**src/rtl/lsu_strided.sv**
```systemverilog
// Strided vector load/store sequencer: walks base + k*stride for up to els_p
// elements, issuing one local DMEM access or one remote request per element.
module lsu_strided #(
  parameter int  data_width_p       = 32,
  parameter int  dmem_size_p        = 1024,
  parameter int  els_p              = 4,
  localparam int dmem_addr_width_lp = $clog2(dmem_size_p),
  localparam int cnt_width_lp       = $clog2(els_p + 1),
  localparam int el_width_lp        = (els_p > 1) ? $clog2(els_p) : 1
) (
  input  logic                          clk_i,
  input  logic                          reset_n_i,
  input  logic                          v_i,
  output logic                          ready_o,
  input  logic                          is_store_i,
  input  logic [data_width_p-1:0]       base_addr_i,
  input  logic [data_width_p-1:0]       stride_i,
  input  logic [cnt_width_lp-1:0]       count_i,
  input  logic [els_p*data_width_p-1:0] data_i,
  input  logic [4:0]                    rd_i,
  output logic                          dmem_v_o,
  output logic                          dmem_w_o,
  output logic [dmem_addr_width_lp-1:0] dmem_addr_o,
  output logic [data_width_p-1:0]       dmem_data_o,
  output logic [3:0]                    dmem_mask_o,
  output logic                          remote_v_o,
  input  logic                          remote_ready_i,
  output logic                          remote_w_o,
  output logic [data_width_p-1:0]       remote_addr_o,
  output logic [data_width_p-1:0]       remote_data_o,
  output logic [4:0]                    remote_reg_id_o,
  output logic [el_width_lp-1:0]        remote_el_o,
  output logic                          done_o,
  output logic                          err_o
);

  typedef enum logic {IDLE, ISSUE} state_e;

  state_e                    state_q, state_d;
  logic [data_width_p-1:0]   addr_q, addr_d;
  logic [data_width_p-1:0]   stride_q;
  logic [cnt_width_lp-1:0]   idx_q, idx_d;
  logic [cnt_width_lp-1:0]   count_q;
  logic                      is_store_q;
  logic [4:0]                rd_q;
  logic [data_width_p-1:0]   data_q [els_p];
  logic                      done_q, done_d;
  logic                      err_q, err_d;
  logic                      capture;
  logic                      misaligned, local_hit, last_el;
  logic [data_width_p-1:0]   cur_data;

  assign misaligned = (addr_q[1:0] != 2'b00);
  // Bits 31:12 all zero means the address falls in the 4 KB local DMEM window.
  assign local_hit  = (addr_q[31:12] == '0);
  assign last_el    = (idx_q == count_q - cnt_width_lp'(1));
  assign cur_data   = data_q[idx_q[el_width_lp-1:0]];

  always_ff @(posedge clk_i) begin
    if (!reset_n_i) begin
      state_q    <= IDLE;
      addr_q     <= '0;
      stride_q   <= '0;
      idx_q      <= '0;
      count_q    <= '0;
      is_store_q <= 1'b0;
      rd_q       <= '0;
      done_q     <= 1'b0;
      err_q      <= 1'b0;
      for (int k = 0; k < els_p; k++) data_q[k] <= '0;
    end else begin
      state_q <= state_d;
      addr_q  <= addr_d;
      idx_q   <= idx_d;
      done_q  <= done_d;
      err_q   <= err_d;
      if (capture) begin
        is_store_q <= is_store_i;
        rd_q       <= rd_i;
        count_q    <= count_i;
        stride_q   <= stride_i;
        for (int k = 0; k < els_p; k++)
          data_q[k] <= data_i[k*data_width_p +: data_width_p];
      end
    end
  end

  always_comb begin
    state_d    = state_q;
    addr_d     = addr_q;
    idx_d      = idx_q;
    done_d     = 1'b0;
    err_d      = 1'b0;
    capture    = 1'b0;
    dmem_v_o   = 1'b0;
    remote_v_o = 1'b0;
    case (state_q)
      IDLE: begin
        if (v_i) begin
          capture = 1'b1;
          addr_d  = base_addr_i;
          idx_d   = '0;
          if (count_i == '0) done_d  = 1'b1;
          else               state_d = ISSUE;
        end
      end
      ISSUE: begin
        if (misaligned) begin
          done_d  = 1'b1;
          err_d   = 1'b1;
          state_d = IDLE;
        end else begin
          dmem_v_o   = local_hit;
          remote_v_o = !local_hit;
          // DMEM never stalls; remote elements advance only on ready.
          if (local_hit || remote_ready_i) begin
            addr_d = addr_q + stride_q;
            idx_d  = idx_q + cnt_width_lp'(1);
            if (last_el) begin
              done_d  = 1'b1;
              state_d = IDLE;
            end
          end
        end
      end
      default: state_d = IDLE;
    endcase
  end

  assign ready_o         = reset_n_i && (state_q == IDLE);
  assign dmem_w_o        = dmem_v_o & is_store_q;
  assign dmem_addr_o     = addr_q[2 +: dmem_addr_width_lp];
  assign dmem_data_o     = cur_data;
  assign dmem_mask_o     = {4{dmem_v_o}};
  assign remote_w_o      = remote_v_o & is_store_q;
  assign remote_addr_o   = addr_q;
  assign remote_data_o   = cur_data;
  assign remote_reg_id_o = rd_q;
  assign remote_el_o     = idx_q[el_width_lp-1:0];
  assign done_o          = done_q;
  assign err_o           = err_q;

endmodule
```
**config.mk**
```make
export PLATFORM = sky130hd
export DESIGN_NAME = lsu_strided
export DESIGN_NICKNAME = d
export VERILOG_FILES = /design/src/rtl/lsu_strided.sv
export SDC_FILE = /design/constraint.sdc
export NUM_CORES = 1
export LEC_CHECK = 0
export CORE_MARGIN = 5
export CORE_UTILIZATION = 48
export DETAILED_ROUTE_END_ITERATION = 12
export GPL_TIMING_DRIVEN = 0
export PLACE_DENSITY = 0.8
export SETUP_SLACK_MARGIN = 0.1
export SYNTH_ARGS = -nofsm -noshare
export SYNTH_HDL_FRONTEND = slang
export SYNTH_SLANG_ARGS = --single-unit
```
**constraint.sdc**
```tcl
create_clock -name clk_i -period 7.44 [get_ports clk_i]
set_input_delay 2.232 -clock clk_i [delete_from_list [all_inputs] [get_ports clk_i]]
set_output_delay 2.232 -clock clk_i [all_outputs]
set_load 0.05 [all_outputs]
```
### Word-level counts from Yosys, hierarchy flattened

Memories as Yosys holds them, arrays and structs flattened. A register that Yosys moved wholly into a read port is not among the register bits.
Index checks and enable logic that the tools add are counted.

* output and inout port bits: 124
* input bits: 205
* memory bits (writable): 128
* logic and storage cells: 69
* register bits after elaboration: 79
* memories kept: 1

* bitwise gates (word level): 7
* $add $sub $neg: 3
* mux-type cells: 37
* reductions and logical operators: 8
* equal/unequal tests: 4

Memory list
* data_q: words 4, width 32, read ports 1, clocked after Yosys merged registers in 1, write ports 4, RTL line 46 `logic [data_width_p-1:0] data_q [els_p];`

Operators with widths (count)
* $mux W32: 7
* $pmux W32 S2: 1
* $add A32 B32 Y32: 1
* $mux W1: 21
* $logic_not A20 Y1: 1
* $mux W3: 3
* $pmux W3 S2: 1
* $mux W2: 2
* $ne A2 B2 Y1 const B: 2
* $or A1 B1 Y1: 4
* $pmux W1 S2: 2
* $add A3 B1 Y3 const B: 1
* $eq A3 B3 Y1: 1
* $logic_not A3 Y1: 1
* $reduce_and A3 Y1: 1
* $sub A3 B1 Y3 const B: 1
* $and A1 B1 Y1: 2
* $ne A2 B1 Y1 const B: 1
* $reduce_and A2 Y1: 1
* $reduce_bool A2 Y1: 1
* $logic_and A1 B1 Y1: 1
* $logic_not A1 Y1: 1
* $logic_or A1 B1 Y1: 1
* $not A1 Y1: 1

### Depth between registers and ports, before layout

Gate-level depths: netlist of run 1.

* depth after elaboration: 7
* depth in mapped cells: 10
* mapped depth without buffers: 10

### Worst setup path before layout of run 1

Ideal clock, no wire load.

* path type: input-to-output
* from: input reset_n_i
* to: output ready_o
* setup slack: 1.538 ns
* buffers on the path: 3
* data required time: 5.208 ns
* arrival: 3.670 ns
* stages: 5
* path through: clkbuf_1 -> inv_1 -> nor2_1 -> clkbuf_1 -> clkbuf_1

* longest elaborated chain between the ends: 1

Ends and longest elaborated chain
* from (decl): RTL line 12 `input logic reset_n_i,`
* $logic_and A1 B1 Y1: RTL line 130 `assign ready_o = reset_n_i && (state_q == IDLE);`
* to (decl): RTL line 14 `output logic ready_o,`

Every way passes these cells.

### Worst setup path in the final report of run 1

Ends and elaborated chain as after synthesis.

==> flow_summary_export.csv, run 1 <==
group,metric,value,unit
layout,stdcell_area,15200,um^2
drt,drt_iter0_markers,628,
layout,area_growth,40.9,%
setup_path,worstPathMaxFanout,10,
setup_path,worst_setup_path_start_kind,"primary input",
clock_tree,cts.sinks,209,
yosys,synth-compound-area-share,14.2,%
clock_tree,cts_setup_buffers,0,
sta,fin_skew,0.00904,ns
floorplanning,core_area,22000,um^2
clock_tree,cts_resized,0,
yosys,yosys.area_share.xor_xnor,2.52,%
sta,final-max-slew-violation-count,0,
drt,remaining_drc_errors,0,
yosys,synth-seq-area-share,50.7,%
placed_design,pre_cts_ws,0.312,ns
global_route,grt_usage,27.0,%
drt,drt-met1-wl,14000,um
layout,final_util,69.2,%
global_route,grt_max_degree,87,
clock_tree,cts_buffer_depth,3,
floorplanning,initial_core_util,49.1,%
global_route,grt_pass1_vias,9355,
pwr,power_leakage,0.00629,uW
setup_path,cp.arrival,4.94,ns
pwr,p_per_area,231,nW/um^2
yosys,syn_area,10800,um^2
floorplanning,die_h,160,um
sta,relSlewSlack,45.6,%
run,cap_violations,0,
placed_design,place_area,14400,um^2
yosys,synth_area_per_cell,11.6,um^2
yosys,yosys.area.top_type,"edfxtp_1",
sta,fin_crit,7.17,ns
placed_design,dp_hpwl,27200,um
yosys,synth_ff_type,"edfxtp_1",
global_route,grt_pass1_wl,54300,um
clock_tree,cts_tree,"built",
worst_hold_path,hold_path.class,"register to register",
setup_path,critPathMostFrequentCell,"clkbuf_1",
sta,period_share,96.4,%
sta,worst_pin_slew,0.816,ns
sta,fmax,139,MHz
drt,vias,9290,
clock_tree,clk_pin_slew,0.06,ns
sta,rsz0062_at_grt,"false",
global_route,antenna_found_initial,4,
clock_tree,ctsHoldBuffers,0,
yosys,synth_seq_cells,209,
floorplanning,die_x,160,um
setup_path,crit_chain,"clkbuf_1, inv_1, nor2_1, clkbuf_1, clkbuf_1, clkdlybuf4s50_1",
floorplanning,rows,54,
placed_design,place.gp.congestion,0.938,
yosys,syn_inst,932,
placed_design,portBuffers,327,
setup_path,cp-end-kind,"output port",
clock_tree,htreeDepth,1,
global_route,gr-total-overflow,0,
yosys,synth_edf_count,128,
drt,routed_wl,36000,um
setup_path,crit_type,"primary input to output port",
sta,hold_slack,0.481,ns
yosys,synthSimpleGateAreaFrac,14.2,%
pwr,peakVddDrop,0.159,mV
yosys,async_flop_share,0,%
setup_path,cp_slowest_stage_delay,0.92,ns
layout,fin_nets,1524,
drt,firstDrtPassIters,5,
yosys,syn-num-nets,1171,
status,outcome,"finished clean",
yosys,synthMuxAreaShare,8.07,%
sta,finalHoldViolations,0,
yosys,synth_top_area_share,35.6,%
clock_tree,clockRootBuffer,"clkbuf_16",
drt,antenna_left,0,
drt,wl_per_cell,22.7,um
clock_tree,clkLatencyLatePin,0.52,ns
yosys,ys_types,68,
floorplanning,dieArea,25600,um^2
setup_path,slowest_stage,"clkdlybuf4s50_1",
drt,top_layer_used,"met5",
layout,drive_gt1_share,12.2,%
setup_path,cp.required,5.21,ns
sta,setup_viol,0,
yosys,ys_top_cells_by_area,"edfxtp_1 36%, dfxtp_1 15%, and3_1 7.8%",
drt,met2_length,17300,um
sta,worst_slack,0.265,ns
clock_tree,cts_buffers,23,
floorplanning,boundaryPins,329,
sta,tns,0,ns
yosys,synth_warnings,0,
drt,viasPerCell,5.86,
drt,dr_wl_met3,3000,um
yosys,synth_top_family_by_area,"simple AND/OR/NAND/NOR gates",
yosys,synthAdderAreaFrac,4.01,%
[registers in the layout, summed over array words and instances, names as in the netlist, named ones only]
name and flops:
state_q 1, count_q 3, remote_reg_id_o 5, err_o 1
idx_q 3, remote_addr_o 32, data_q 128, stride_q 32
is_store_q 1, done_o 1
[path summary, 6_finish.rpt]
check / startpoint / to / slack (ns) / depth (start not counted)
max: reset_n_i / ready_o / 0.27 / 6
max reg2reg: remote_addr_o[0] / remote_addr_o[28] / 4.48 / 10
min reg2reg: remote_reg_id_o[0] / remote_reg_id_o[0] / 0.48 / 1
min: remote_reg_id_o[0] / remote_reg_id_o[0] / 0.48 / 1
[cells in the final DEF (no fill, tap or decap), types with 7 or more instances in the layout]
cell type          n
edfxtp_1         128
inv_1             12
mux4_2            32
a21oi_1           41
nor4_1             8
nand3_1           13
ha_1              33
mux2i_1           15
buf_4             48
clkbuf_16         23
clkdlybuf4s50_1  327
a22o_1            38
clkbuf_1          54
nand2_1           48
and3_1           135
a31oi_1            7
nor3_1             8
buf_2             14
nor2_1            42
xnor2_1           16
o21ai_0           34
dfxtp_1           81
o211ai_1           7
a211oi_1          16
a21o_1            11
xor2_1            15
[kinds of logic after synthesis]
| group | after synthesis |
|---|---|
| adders and majority gates | 34 |
| xor gates and xnor gates | 31 |
| DFF | 209 |
| and+or+nand+nor | 280 |
| buffers and inverters | 129 |
| AOI/OAI and AO/OA | 202 |
| muxes | 47 |
[cell usage after synthesis (5+ instances only)]
| cell | n |
|---|---|
| o21ai_0 | 34 |
| clkbuf_1 | 49 |
| mux4_2 | 32 |
| buf_4 | 48 |
| dfxtp_1 | 81 |
| buf_2 | 14 |
| nand2_1 | 48 |
| nor4_1 | 8 |
| nand3_1 | 13 |
| edfxtp_1 | 128 |
| a211oi_1 | 16 |
| a21oi_1 | 41 |
| and3_1 | 135 |
| ha_1 | 33 |
| o211ai_1 | 7 |
| nor3_1 | 8 |
| nor2_1 | 42 |
| a22o_1 | 38 |
| o21a_1 | 5 |
| xor2_1 | 15 |
| mux2i_1 | 15 |
| a31oi_1 | 7 |
| a21o_1 | 11 |
| inv_1 | 13 |
| xnor2_1 | 16 |
[routing by layer]
layer	up-vias	global-route usage (%)
met5	-	0
li1	4217	-
met4	4	11.2
met1	4491	33.2
met3	112	5.85
met2	466	46.1
[stage by stage]
| step | std cells | total power [uW] |
|---|---|---|
| 2_1_floorplan | 932 | 2020 |
| 3_3_place_gp | 1539 | 2380 |
| 3_5_place_dp | 1540 | 2390 |
| 4_1_cts | 1582 | 3510 |
| 5_1_grt | 1584 | 3630 |
| 6_report | 1585 | 3510 |
[layout make-up]
class / count / area (um^2)
fill: 1637 / 6770
sequential: 209 / 5470
multi-input combinational: 594 / 4640
timing repair buffer: 328 / 3300
buffer: 116 / 634
clock buffer: 29 / 608
tap: 280 / 350
clock inverter: 13 / 135
inverter: 13 / 53.8
antenna: 3 / 7.51
[report_power, final]
| group | total [uW] | internal (uW) | switching [uW] |
|---|---|---|---|
| Sequential | 1400 | 1340 | 60.6 |
| Combinational | 968 | 394 | 574 |
| Clock | 1140 | 655 | 481 |
[worst max-delay path, delay by kind of cell]
family	cells	cell delay [ns]
and+or+nand+nor	1	0.33
buffers and inverters	5	2.36
Note: power is estimated with default switching activity, not from simulation.
==> inputs of run 2 (changes only) <==
--- a/config.mk
+++ b/config.mk
@@ -5,6 +5,8 @@
 export SDC_FILE = /design/constraint.sdc
 export NUM_CORES = 1
 export LEC_CHECK = 0
+export ABC_CLOCK_PERIOD_IN_PS = 7440
+export CAP_MARGIN = 25
 export CORE_MARGIN = 5
 export CORE_UTILIZATION = 48
 export DETAILED_ROUTE_END_ITERATION = 12
==> run 2 against run 1 <==
- combinational power about the same
- sequential share of layout area unchanged
- utilization unchanged
- die area unchanged
- power unchanged
- critical path type unchanged
- largest cell class unchanged
==> flow_summary_export.csv, run 2 (synthesized netlist as in run 1, its figures left out) <==
group,metric,value,unit
drt,vias,9290,
floorplanning,boundaryPins,329,
setup_path,worst_setup_path_start_kind,"primary input",
sta,hold_slack,0.481,ns
pwr,p_sw,1120,uW
floorplanning,die_h,160,um
clock_tree,cts.sinks,209,
global_route,grt_pass1_wl,54300,um
global_route,grt_pass1_vias,9355,
setup_path,path_delay_family,"buffers and inverters",
sta,relSlewSlack,45.6,%
setup_path,critPathMostFrequentCell,"clkbuf_1",
sta,finalHoldViolations,0,
drt,routed_wl,36000,um
pwr,p_sw_share,31.8,%
setup_path,slowest_stage,"clkdlybuf4s50_1",
setup_path,crit_buf_inv,5,
clock_tree,ctsHoldBuffers,0,
drt,remaining_drc_errors,0,
global_route,antenna_found_initial,4,
sta,fin_crit,7.17,ns
clock_tree,htreeDepth,1,
drt,drt_iter0_markers,628,
clock_tree,cts_buffer_depth,3,
sta,worst_slack,0.265,ns
layout,largest_register_ffs,128,
drt,wl_per_cell,22.7,um
global_route,grt_usage,27.0,%
worst_hold_path,hold_path.class,"register to register",
placed_design,dp_hpwl,27200,um
placed_design,placed_cells,1540,
layout,area_growth,40.9,%
setup_path,cp_slowest_stage_delay,0.92,ns
layout,regArea,5470,um^2
pwr,comb_power_share,27.6,%
global_route,grt_use_met1,33.2,%
layout,layout.cells.non_filler,1585,
setup_path,cp.required,5.21,ns
pwr,peakVddDrop,0.159,mV
clock_tree,cts_resized,0,
setup_path,crit_type,"primary input to output port",
setup_path,crit_chain,"clkbuf_1, inv_1, nor2_1, clkbuf_1, clkbuf_1, clkdlybuf4s50_1",
run,cap_violations,0,
placed_design,portBuffers,327,
sta,setup_viol,0,
status,outcome,"finished clean",
layout,fillers,1637,
drt,antenna_left,0,
pwr,seq_power_share,40.0,%
layout,fin_nets,1524,
clock_tree,cts_tree,"built",
sta,worst_pin_slew,0.816,ns
global_route,gr-total-overflow,0,
layout,final_cell_mix,"327 x clkdlybuf4s50_1, 135 x and3_1, 128 x edfxtp_1",
layout,drive_gt1_share,12.2,%
clock_tree,cts_setup_buffers,0,
pwr,p_int,2390,uW
sta,fin_skew,0.00904,ns
placed_design,place.gp.congestion,0.938,
drt,firstDrtPassIters,5,
layout,final_common_cell,"clkdlybuf4s50_1",
drt,viasPerCell,5.86,
setup_path,worstPathMaxFanout,10,
pwr,power_leakage,0.00629,uW
clock_tree,clkLatencyLatePin,0.52,ns
setup_path,cp.arrival,4.94,ns
layout,multi_input_area,4640,um^2
clock_tree,clockRootBuffer,"clkbuf_16",
pwr,p_per_area,231,nW/um^2
global_route,use_met2,46.1,%
pwr,total_power,3510,uW
floorplanning,dieArea,25600,um^2
setup_path,cp-end-kind,"output port",
sta,final-max-slew-violation-count,0,
floorplanning,rows,54,
clock_tree,clk_pin_slew,0.06,ns
global_route,grt_max_degree,87,
sta,fmax,139,MHz
floorplanning,initial_core_util,49.1,%
pwr,clock_power_share,32.4,%
global_route,grt_use_met3,5.85,%
global_route,busiest_layer,"met2",
floorplanning,die_x,160,um
clock_tree,cts_buffers,23,
placed_design,pre_cts_ws,0.312,ns
sta,rsz0062_at_grt,"false",
layout,largest-register,"data_q",
floorplanning,core_area,22000,um^2
sta,period_share,96.4,%
[run 2: path summary, 6_finish.rpt]
kind	startpoint	endpoint	slack, ns	depth (start not counted)
worst max-delay path	reset_n_i	ready_o	0.27	6
worst min-delay path	remote_reg_id_o[0]	remote_reg_id_o[0]	0.48	1
worst max register to register	remote_addr_o[0]	remote_addr_o[28]	4.48	10
worst min register to register	remote_reg_id_o[0]	remote_reg_id_o[0]	0.48	1
[run 2: power by group through the flow]
stage / combinational (uW) / sequential, uW / clock, uW
floorplan: 522 / 1490 / 0
global placement: 948 / 1430 / 0
detailed placement: 962 / 1430 / 0
CTS: 967 / 1400 / 1140
global route: 1020 / 1410 / 1190
finish: 968 / 1400 / 1140
[run 2: worst register-to-register path: cells and delay by family, from the launching register on]
kind	cells	cell delay (ns)
AO/OA/AOI/OAI	7	1.49
adder cells (fa/ha/maj)	2	0.74
flip-flops	1	0.39
XOR/XNOR	1	0.24
[run 2: area by class of cell]
type	count	share of cell area, %
Sequential cell	209	36.0
Buffer	116	4.18
Multi-Input combinational cell	594	30.5
Timing Repair Buffer	328	21.7
Antenna cell	3	0.0494
Tap cell	280	2.31
Clock inverter	13	0.889
Inverter	13	0.354
Clock buffer	29	4.00
[run 2: per-layer routing]
layer  part of all wire [%]  vias up
met5                  0.080        -
met4                    4.8        4
met3                    8.3      112
met2                     48      466
met1                     39     4491
li1                       -     4217
[run 2: stage by stage]
step	cell area, um^2	utilization [%]	TNS, ns
detailed placement	14400	65.8	0
CTS	15200	69.2	0
global route	15200	69.2	0
global placement	14400	65.6	-56.09
finish	15200	69.2	0
floorplan	10800	-	0
